## src/rtl/hs32_pkg.sv

```systemverilog
// rtl/hs32_pkg.sv - packet and hazard types shared by the hs32 execute stage
package hs32_pkg;

    typedef struct packed {
        logic       neg;
        logic       sub;
        logic       cen;
        logic [1:0] opr;
        logic       fwe;
    } hs32_ctl;

    typedef struct packed {
        logic [31:0] d1;
        logic [31:0] d2;
        hs32_ctl     ctl;
        logic [3:0]  rd;
        logic        we1;
        logic        isldr;
        logic        isstr;
        logic        fwd;
        logic        fwd2;
        logic        xud;
    } hs32_s2pkt;

    typedef struct packed {
        logic       vld;
        logic [3:0] rd;
        logic       lsu;
    } hs32_stall;

endpackage

```

## src/rtl/hs32_execute.sv

```systemverilog
// rtl/hs32_execute.sv - hs32 S3 execute stage: ALU, flags, result/store registers
// Optional iterative multiplier compiled in with HS32_EXEC_MUL_EN.
module hs32_execute
    import hs32_pkg::*;
(
    input  logic        clk,
    input  logic        reset_n,
    input  logic        valid_i,
    input  hs32_s2pkt   data_i,
    input  logic [31:0] wb_data_i,
    input  logic        mul_i,
    input  logic        stall_i,
    output logic        valid_o,
    output logic [31:0] res_o,
    output logic [31:0] sdata_o,
    output logic [3:0]  rd_o,
    output logic        we_o,
    output logic        isldr_o,
    output logic        isstr_o,
    output logic [31:0] fwd_o,
    output logic [3:0]  flags_o,
    output hs32_stall   s3_o,
    output logic        stall_o
);

    logic        r_valid;
    logic [31:0] r_res;
    logic [31:0] r_sdata;
    logic [3:0]  r_rd;
    logic        r_we;
    logic        r_isldr;
    logic        r_isstr;
    logic [3:0]  r_flags;

    logic [31:0] w_a;
    logic [31:0] w_b;
    logic [31:0] w_bn;
    logic        w_cin;
    logic [32:0] w_sum;
    logic [31:0] w_res;
    logic        w_v;
    logic        w_accept;
    logic        w_busy;
    logic        w_mul_go;
    logic        w_mul_done;
    logic [31:0] w_mul_res;
    logic [3:0]  w_mul_rd;
    logic        w_mul_we;
    logic        w_mul_ldr;
    logic        w_mul_str;
    logic        w_mul_fwe;
    logic        w_unused;

    // flags_o is {N,Z,C,V}; carry chain input comes from the live C flag
    always_comb begin
        w_a   = data_i.fwd  ? r_res     : data_i.d1;
        w_b   = data_i.fwd2 ? wb_data_i : data_i.d2;
        w_bn  = data_i.ctl.neg ? ~w_b : w_b;
        w_cin = data_i.ctl.cen ? r_flags[1] : data_i.ctl.sub;
        w_sum = {1'b0, w_a} + {1'b0, w_bn} + {32'd0, w_cin};
        w_v   = (w_a[31] == w_bn[31]) && (w_sum[31] != w_a[31]);
        case (data_i.ctl.opr)
            2'd0:    w_res = w_sum[31:0];
            2'd1:    w_res = w_a & w_bn;
            2'd2:    w_res = w_a | w_bn;
            default: w_res = w_a ^ w_bn;
        endcase
    end

    assign stall_o  = stall_i | w_busy;
    assign w_accept = valid_i & ~stall_o;

`ifdef HS32_EXEC_MUL_EN
    localparam logic [1:0] S_IDLE = 2'd0;
    localparam logic [1:0] S_MUL  = 2'd1;
    localparam logic [1:0] S_DONE = 2'd2;

    logic [1:0]  r_state;
    logic [31:0] r_ma;
    logic [31:0] r_mb;
    logic [31:0] r_acc;
    logic [5:0]  r_cnt;
    logic [3:0]  r_mrd;
    logic        r_mwe;
    logic        r_mldr;
    logic        r_mstr;
    logic        r_mfwe;

    assign w_busy     = (r_state != S_IDLE);
    assign w_mul_go   = w_accept & mul_i;
    assign w_mul_done = (r_state == S_DONE);
    assign w_mul_res  = r_acc;
    assign w_mul_rd   = r_mrd;
    assign w_mul_we   = r_mwe;
    assign w_mul_ldr  = r_mldr;
    assign w_mul_str  = r_mstr;
    assign w_mul_fwe  = r_mfwe;

    // One extra MUL cycle with r_cnt==32 gives the fixed 34-cycle latency
    always_ff @(posedge clk or negedge reset_n) begin
        if (!reset_n) begin
            r_state <= S_IDLE;
            r_ma    <= 32'd0;
            r_mb    <= 32'd0;
            r_acc   <= 32'd0;
            r_cnt   <= 6'd0;
            r_mrd   <= 4'd0;
            r_mwe   <= 1'b0;
            r_mldr  <= 1'b0;
            r_mstr  <= 1'b0;
            r_mfwe  <= 1'b0;
        end else begin
            case (r_state)
                S_IDLE: begin
                    if (w_mul_go) begin
                        r_state <= S_MUL;
                        r_ma    <= w_a;
                        r_mb    <= w_b;
                        r_acc   <= 32'd0;
                        r_cnt   <= 6'd0;
                        r_mrd   <= data_i.rd;
                        r_mwe   <= data_i.we1;
                        r_mldr  <= data_i.isldr;
                        r_mstr  <= data_i.isstr;
                        r_mfwe  <= data_i.ctl.fwe;
                    end
                end
                S_MUL: begin
                    if (r_cnt == 6'd32) begin
                        r_state <= S_DONE;
                    end else begin
                        if (r_mb[0]) r_acc <= r_acc + r_ma;
                        r_ma  <= r_ma << 1;
                        r_mb  <= r_mb >> 1;
                        r_cnt <= r_cnt + 6'd1;
                    end
                end
                S_DONE: begin
                    if (!stall_i) r_state <= S_IDLE;
                end
                default: r_state <= S_IDLE;
            endcase
        end
    end
`else
    assign w_busy     = 1'b0;
    assign w_mul_go   = 1'b0;
    assign w_mul_done = 1'b0;
    assign w_mul_res  = 32'd0;
    assign w_mul_rd   = 4'd0;
    assign w_mul_we   = 1'b0;
    assign w_mul_ldr  = 1'b0;
    assign w_mul_str  = 1'b0;
    assign w_mul_fwe  = 1'b0;
`endif

    assign w_unused = &{1'b0, data_i.xud, mul_i};

    always_ff @(posedge clk or negedge reset_n) begin
        if (!reset_n) begin
            r_valid <= 1'b0;
            r_res   <= 32'd0;
            r_sdata <= 32'd0;
            r_rd    <= 4'd0;
            r_we    <= 1'b0;
            r_isldr <= 1'b0;
            r_isstr <= 1'b0;
            r_flags <= 4'd0;
        end else if (!stall_i) begin
            if (w_mul_done) begin
                r_valid <= 1'b1;
                r_res   <= w_mul_res;
                r_rd    <= w_mul_rd;
                r_we    <= w_mul_we;
                r_isldr <= w_mul_ldr;
                r_isstr <= w_mul_str;
                if (w_mul_fwe) begin
                    r_flags[3] <= w_mul_res[31];
                    r_flags[2] <= (w_mul_res == 32'd0);
                end
            end else if (w_accept && !w_mul_go) begin
                r_valid <= 1'b1;
                r_res   <= w_res;
                r_sdata <= w_b;
                r_rd    <= data_i.rd;
                r_we    <= data_i.we1;
                r_isldr <= data_i.isldr;
                r_isstr <= data_i.isstr;
                if (data_i.ctl.fwe) begin
                    r_flags[3] <= w_res[31];
                    r_flags[2] <= (w_res == 32'd0);
                    if (data_i.ctl.opr == 2'd0) begin
                        r_flags[1] <= w_sum[32];
                        r_flags[0] <= w_v;
                    end
                end
            end else begin
                r_valid <= 1'b0;
            end
        end
    end

    assign valid_o  = r_valid;
    assign res_o    = r_res;
    assign fwd_o    = r_res;
    assign sdata_o  = r_sdata;
    assign rd_o     = r_rd;
    assign we_o     = r_we;
    assign isldr_o  = r_isldr;
    assign isstr_o  = r_isstr;
    assign flags_o  = r_flags;
    assign s3_o.vld = r_valid & r_we;
    assign s3_o.rd  = r_rd;
    assign s3_o.lsu = r_isldr;

endmodule

```

## config.mk

```make
export PLATFORM = sky130hd
export DESIGN_NAME = hs32_execute
export DESIGN_NICKNAME = d
export VERILOG_FILES = /design/src/rtl/hs32_pkg.sv /design/src/rtl/hs32_execute.sv
export SDC_FILE = /design/constraint.sdc
export NUM_CORES = 1
export LEC_CHECK = 0
export BUFFER_PORTS_ARGS = -buffer_cell sky130_fd_sc_hd__buf_2
export CAP_MARGIN = 20
export CORE_MARGIN = 2
export CORE_UTILIZATION = 53
export DETAILED_ROUTE_END_ITERATION = 8
export HOLD_SLACK_MARGIN = 0.15
export PLACE_DENSITY = 0.82
export SETUP_SLACK_MARGIN = 0.5
export SYNTH_ARGS = -nofsm -noshare
export SYNTH_HDL_FRONTEND = slang
export SYNTH_SLANG_ARGS = --single-unit
```

## constraint.sdc

```tcl
create_clock -name clk -period 5 [get_ports clk]
set_input_delay 0.25 -clock clk [delete_from_list [all_inputs] [get_ports clk]]
set_output_delay 0.25 -clock clk [all_outputs]
set_load 0.02 [all_outputs]
```

Word level (Yosys, flattened, before mapping). Index checks and enable logic that the tools add are counted.

Bits in registers: 76. Input port bits: 117. Output and inout port bits: 115. Logic and storage cells: 34.

$add $sub $neg: 2. Equal/unequal tests: 4. Mux-type cells: 6. Bitwise gates (word level): 7. Reduce and logical (&&, ||, !) cells: 6.

Operator list (count): $mux W32 (3); $pmux W32 S3 (1); $add A32 B32 Y33 (1); $add A33 B1 Y33 (1); $and A32 B32 Y32 (1); $logic_not A32 Y1 (1); $not A32 Y32 (1); $or A32 B32 Y32 (1); $xor A32 B32 Y32 (1); $reduce_and A4 Y1 (1); $reduce_and A3 Y1 (1); $and A1 B1 Y1 (2); $eq A2 B1 Y1 const B (1); $eq A2 B2 Y1 const B (1); $logic_not A2 Y1 (1); $mux W1 (2); $reduce_and A2 Y1 (1); $eq A1 B1 Y1 (1); $logic_and A1 B1 Y1 (1); $ne A1 B1 Y1 (1); $not A1 Y1 (1).

Logic depth before layout (Yosys ltp).
Depth in word-level cells: 7. Gate-level depth with buffers: 18.

Worst setup path before layout. Ideal clock, no wire load.

Path kind: in2reg. From: in data_i[1] (netlist name). To: reg r_flags[2] (netlist: flags_o[2]). Data arrival time: 4.053 ns. Path slack: 0.855 ns. Cell stages on the path: 17. Path through: clkbuf_1 buf_1 mux2i_1 xnor2_1 fa_1 inv_1 fa_1 inv_1 mux4_2 nor4b_1 and3_1 nand4_1 nor4b_1 nand4_1 nor4_2 nand4_1 o31ai_2.

Longest elaborated chain between the ends: 7.

RTL lines: start, declared (RTL line hs32_execute.sv:9) `input hs32_s2pkt data_i,`; $mux W32 (*) (RTL line hs32_execute.sv:57) `w_b = data_i.fwd2 ? wb_data_i : data_i.d2;`; $not A32 Y32 (RTL line hs32_execute.sv:58) `w_bn = data_i.ctl.neg ? ~w_b : w_b;`; $mux W32 (*) (RTL line hs32_execute.sv:58); $add A32 B32 Y33 (RTL line hs32_execute.sv:60) `w_sum = {1'b0, w_a} + {1'b0, w_bn} + {32'd0, w_cin};`; $add A33 B1 Y33 (RTL line hs32_execute.sv:60); $pmux W32 S3 (*) (RTL line hs32_execute.sv:62) `case (data_i.ctl.opr)`; $logic_not A32 Y1 (*) (RTL line hs32_execute.sv:191) `r_flags[2] <= (w_res == 32'd0);`; end signal, assigned (RTL line hs32_execute.sv:179) `r_flags[2] <= (w_mul_res == 32'd0);`; end signal, assigned (RTL line hs32_execute.sv:191); end, declared (RTL line hs32_execute.sv:33) `logic [3:0] r_flags;`.

Mark *: on every way between the ends. The rest lies on a longest branch, timed or not. A chain may end at the register's enable or synchronous reset.

Final worst setup path.
From: reg r_res[0] (netlist: fwd_o[0]). To: reg r_res[26] (netlist: fwd_o[26]).

Longest elaborated chain between the ends: 4.

RTL lines: start, declared (RTL line hs32_execute.sv:27) `logic [31:0] r_res;`; start signal, assigned (RTL line hs32_execute.sv:172) `r_res <= w_mul_res;`; start signal, assigned (RTL line hs32_execute.sv:183) `r_res <= w_res;`; $mux W32 (RTL line hs32_execute.sv:56) `w_a = data_i.fwd ? r_res : data_i.d1;`; $add A32 B32 Y33 (RTL line hs32_execute.sv:60); $add A33 B1 Y33 (RTL line hs32_execute.sv:60); $pmux W32 S3 (RTL line hs32_execute.sv:62).

No other way between the ends.

==> impl_results.md <==
- Area of the die: 0.0149 mm^2
- Max_slew headroom: 0.303
- Power Density: between 300 and 400 mW/mm^2
- Seq/Total Area, Yosys: 0.257
- Htree depth: 3
- Filler cells: roughly 1300
- Req. time, crit path: approximately 5200 ps
- Peak VDD IR: about 0.00019 V
- Hold Crit Class: primary input to flop
- CTS Buf Count: 9
- Remaining antenna violation count: 0
- Final instance area: ~0.0088 mm^2
- GRT Residual Overflow: 0
- Vias in the first global route: between 6000 and 7000
- Final hold violations: 0
- Most common library cell in the layout ignoring fill and taps: buf_2
- Max Cap Violations: 0
- Final worst slack: slightly above 900 ps
- CTS tree: yes
- # port buffers: 229
- Largest area contributor in the netlist: dfrtp_1
- Fraction of registers with async set/reset: 1.00
- Worst R2R Start: fwd_o[0]
- Final GP Congestion: roughly 0.9
- Fmax: ~0.25 GHz
- Post-synth EDFFs: 0
- I/O Pins: 232
- Largest net degree at the start of global routing: ~120
- Crit Path Max Fanout: 6
- Non-Filler Instances: about 1300
- Predominant post-synthesis flop cell: dfrtp_1
- Most frequent cells in the layout: buf_2, nand2_1, inv_1
- Clock tree root buffer cell: clkbuf_16
- Die width: 122 um
- Routed WL per cell: 16.1 um
- Core Area: between 0.01 and 0.015 mm^2
- Synthesized Nets: roughly 1100
- Warnings, synthesis: 0
- Syn Inst Count: 911
- RSZ-0062 raised after global routing: no
- Cell Area, Placed: between 0.008 and 0.009 mm^2
- Hold path start: stall_i
- Nets: 1264
- CP Launch Type: flop
- Layout cells sized above 1: 0.291
- Fin Setup TNS: 0 ps
- Measured slew at the worst slew-check pin: roughly 1000 ps
- Initial DRC Count: 500
- Die height: between 100 and 150 um
- Arr. time, crit path: roughly 4300 ps
- Min cycle time layout: around 4100 ps
- Clock slew at reported path FFs: ~60 ps
- Hold WS: 163 ps
- WS Path Type: flop to flop
- Vias per cell: 5.61
- Vias: 7101
- Lkg Pwr: 4.58 nW
- Initial antenna violation count: 0
- DP Cell Count: between 1000 and 1500
- Distinct cells, synth: 73
- Core Rows: 43
- Top cells by area, synth: dfrtp_1, ha_1, nand2_1
- Setup crit end kind: flop
- Area growth syn-to-layout: 18.5%
- Antenna cells: 0
- DRT Pass-1 Iters: 5
- Dpl ws: around 660 ps
- Fin crit share: 0.813
- Synthesized area: roughly 0.0074 mm^2
- Detailed placement HPWL: about 15 mm
- Starting Density: 0.536
- Sinks on Clock Net: 76
- Syn avg cell area: roughly 8 um^2
- Gr usage total: 0.274
- Clock buffer depth: 2
- Worst reg2reg setup slack: 940 ps
- Final setup viols: 0
- Global-route wire length before repair: between 30 and 40 mm
- Worst Skew: 4.71 ps
- Synth Register Bits: 76
- Post-route DRC: 0
- CP Launch Point: fwd_o[0]
- Clk_lat worst skew: between 300 and 400 ps
- Status: complete, no violations
- Fin. max-slew vios: 0
- Top cell type's share of synthesized area: 0.257
- Post-Route WL: 20.4 mm
- Postcts setup bufs: 0
==> metrics by stage <==
stage / total power, mW / util
2_1_floorplan: 2.09 / -
3_3_place_gp: 2.42 / 0.607
3_5_place_dp: 2.46 / 0.607
4_1_cts: 3.15 / 0.634
5_1_grt: 3.36 / 0.636
6_report: 3.14 / 0.636
==> synth_stat cells (all sizes together) (3+ instances only) <==
master,count
or2,3
o31ai,9
a211o,3
o21a,6
o22ai,6
nor4,3
a21oi,38
and3,6
a31oi,8
ha,64
clkbuf,36
nor2b,3
a311oi,4
a41oi,3
a221oi,4
and4,6
o31a,4
dfrtp,76
o221ai,4
or3,4
nor2,41
nand4,3
nand3,10
buf,53
nor3,9
mux2i,40
a211oi,8
and2,8
mux2,33
nand2,144
xnor2,36
nand2b,4
o211ai,4
mux4,6
a22oi,4
a221o,3
a31o,3
o21ai,90
inv,88
a21o,10
==> path summary, 6_finish.rpt <==
check                              to  depth (start not counted)
setup / recovery            fwd_o[26]                         14
hold / removal                valid_o                          3
setup reg to reg            fwd_o[26]                         14
hold reg to reg               isstr_o                          2
max in group asynchronous   fwd_o[23]                          3
min in group asynchronous  sdata_o[2]                          2
==> worst max-delay path: stages, from the launching register on <==
cell      delay, ps
dfrtp_1         400
mux2_2          310
fa_1            480
inv_1            90
fa_1            210
nor2b_1          70
o31a_1          290
a21oi_2         300
o21ai_1         250
a32o_1          340
a41oi_1         360
o21ai_0         190
a22oi_1         170
o221ai_1        180
mux2_2          320
==> layer usage <==
layer,GRT usage,up-vias,part of all wire
met1,0.354,3300,0.43
met5,0,-,0
met3,0.0506,28,0.077
met2,0.463,310,0.47
li1,-,3463,-
met4,0.0869,0,0.019
==> state kept, by name (all words and copies together) (netlist names) <==
register and count:
isstr_o 1, flags_o 4, fwd_o 32, we_o 1
rd_o 4, isldr_o 1, sdata_o 32, valid_o 1
==> timing repair <==
action | 4_1_cts | 5_1_grt
hold endpoints to repair | 83 | 0
hold buffers | 8 | 0
resized for setup | 0 | 0
==> cells by family after synthesis <==
family | Yosys count | share of synthesized area
compound gates | 228 | 0.201
xor+xnor | 36 | 0.0427
fa+ha+maj | 66 | 0.114
buf+inv | 177 | 0.111
flops | 76 | 0.257
mux | 79 | 0.123
simple gates | 249 | 0.151
==> where the power goes <==
group	switching, mW	internal [mW]	total [mW]
sequential	0.0930	0.732	0.825
combinational	1.02	0.634	1.65
clock	0.277	0.389	0.666
==> layout make-up <==
| class | instances | area [um^2] | share of cell area |
|---|---|---|---|
| Clock buffer | 9 | 225 | 0.0257 |
| Clock inverter | 7 | 73.8 | 0.00843 |
| Inverter | 88 | 330 | 0.0377 |
| Multi-Input combinational cell | 658 | 4680 | 0.534 |
| Sequential cell | 76 | 1900 | 0.217 |
| Tap cell | 180 | 225 | 0.0257 |
| Timing Repair Buffer | 248 | 1320 | 0.151 |
No activity file was read; power rests on OpenSTA's default activity.
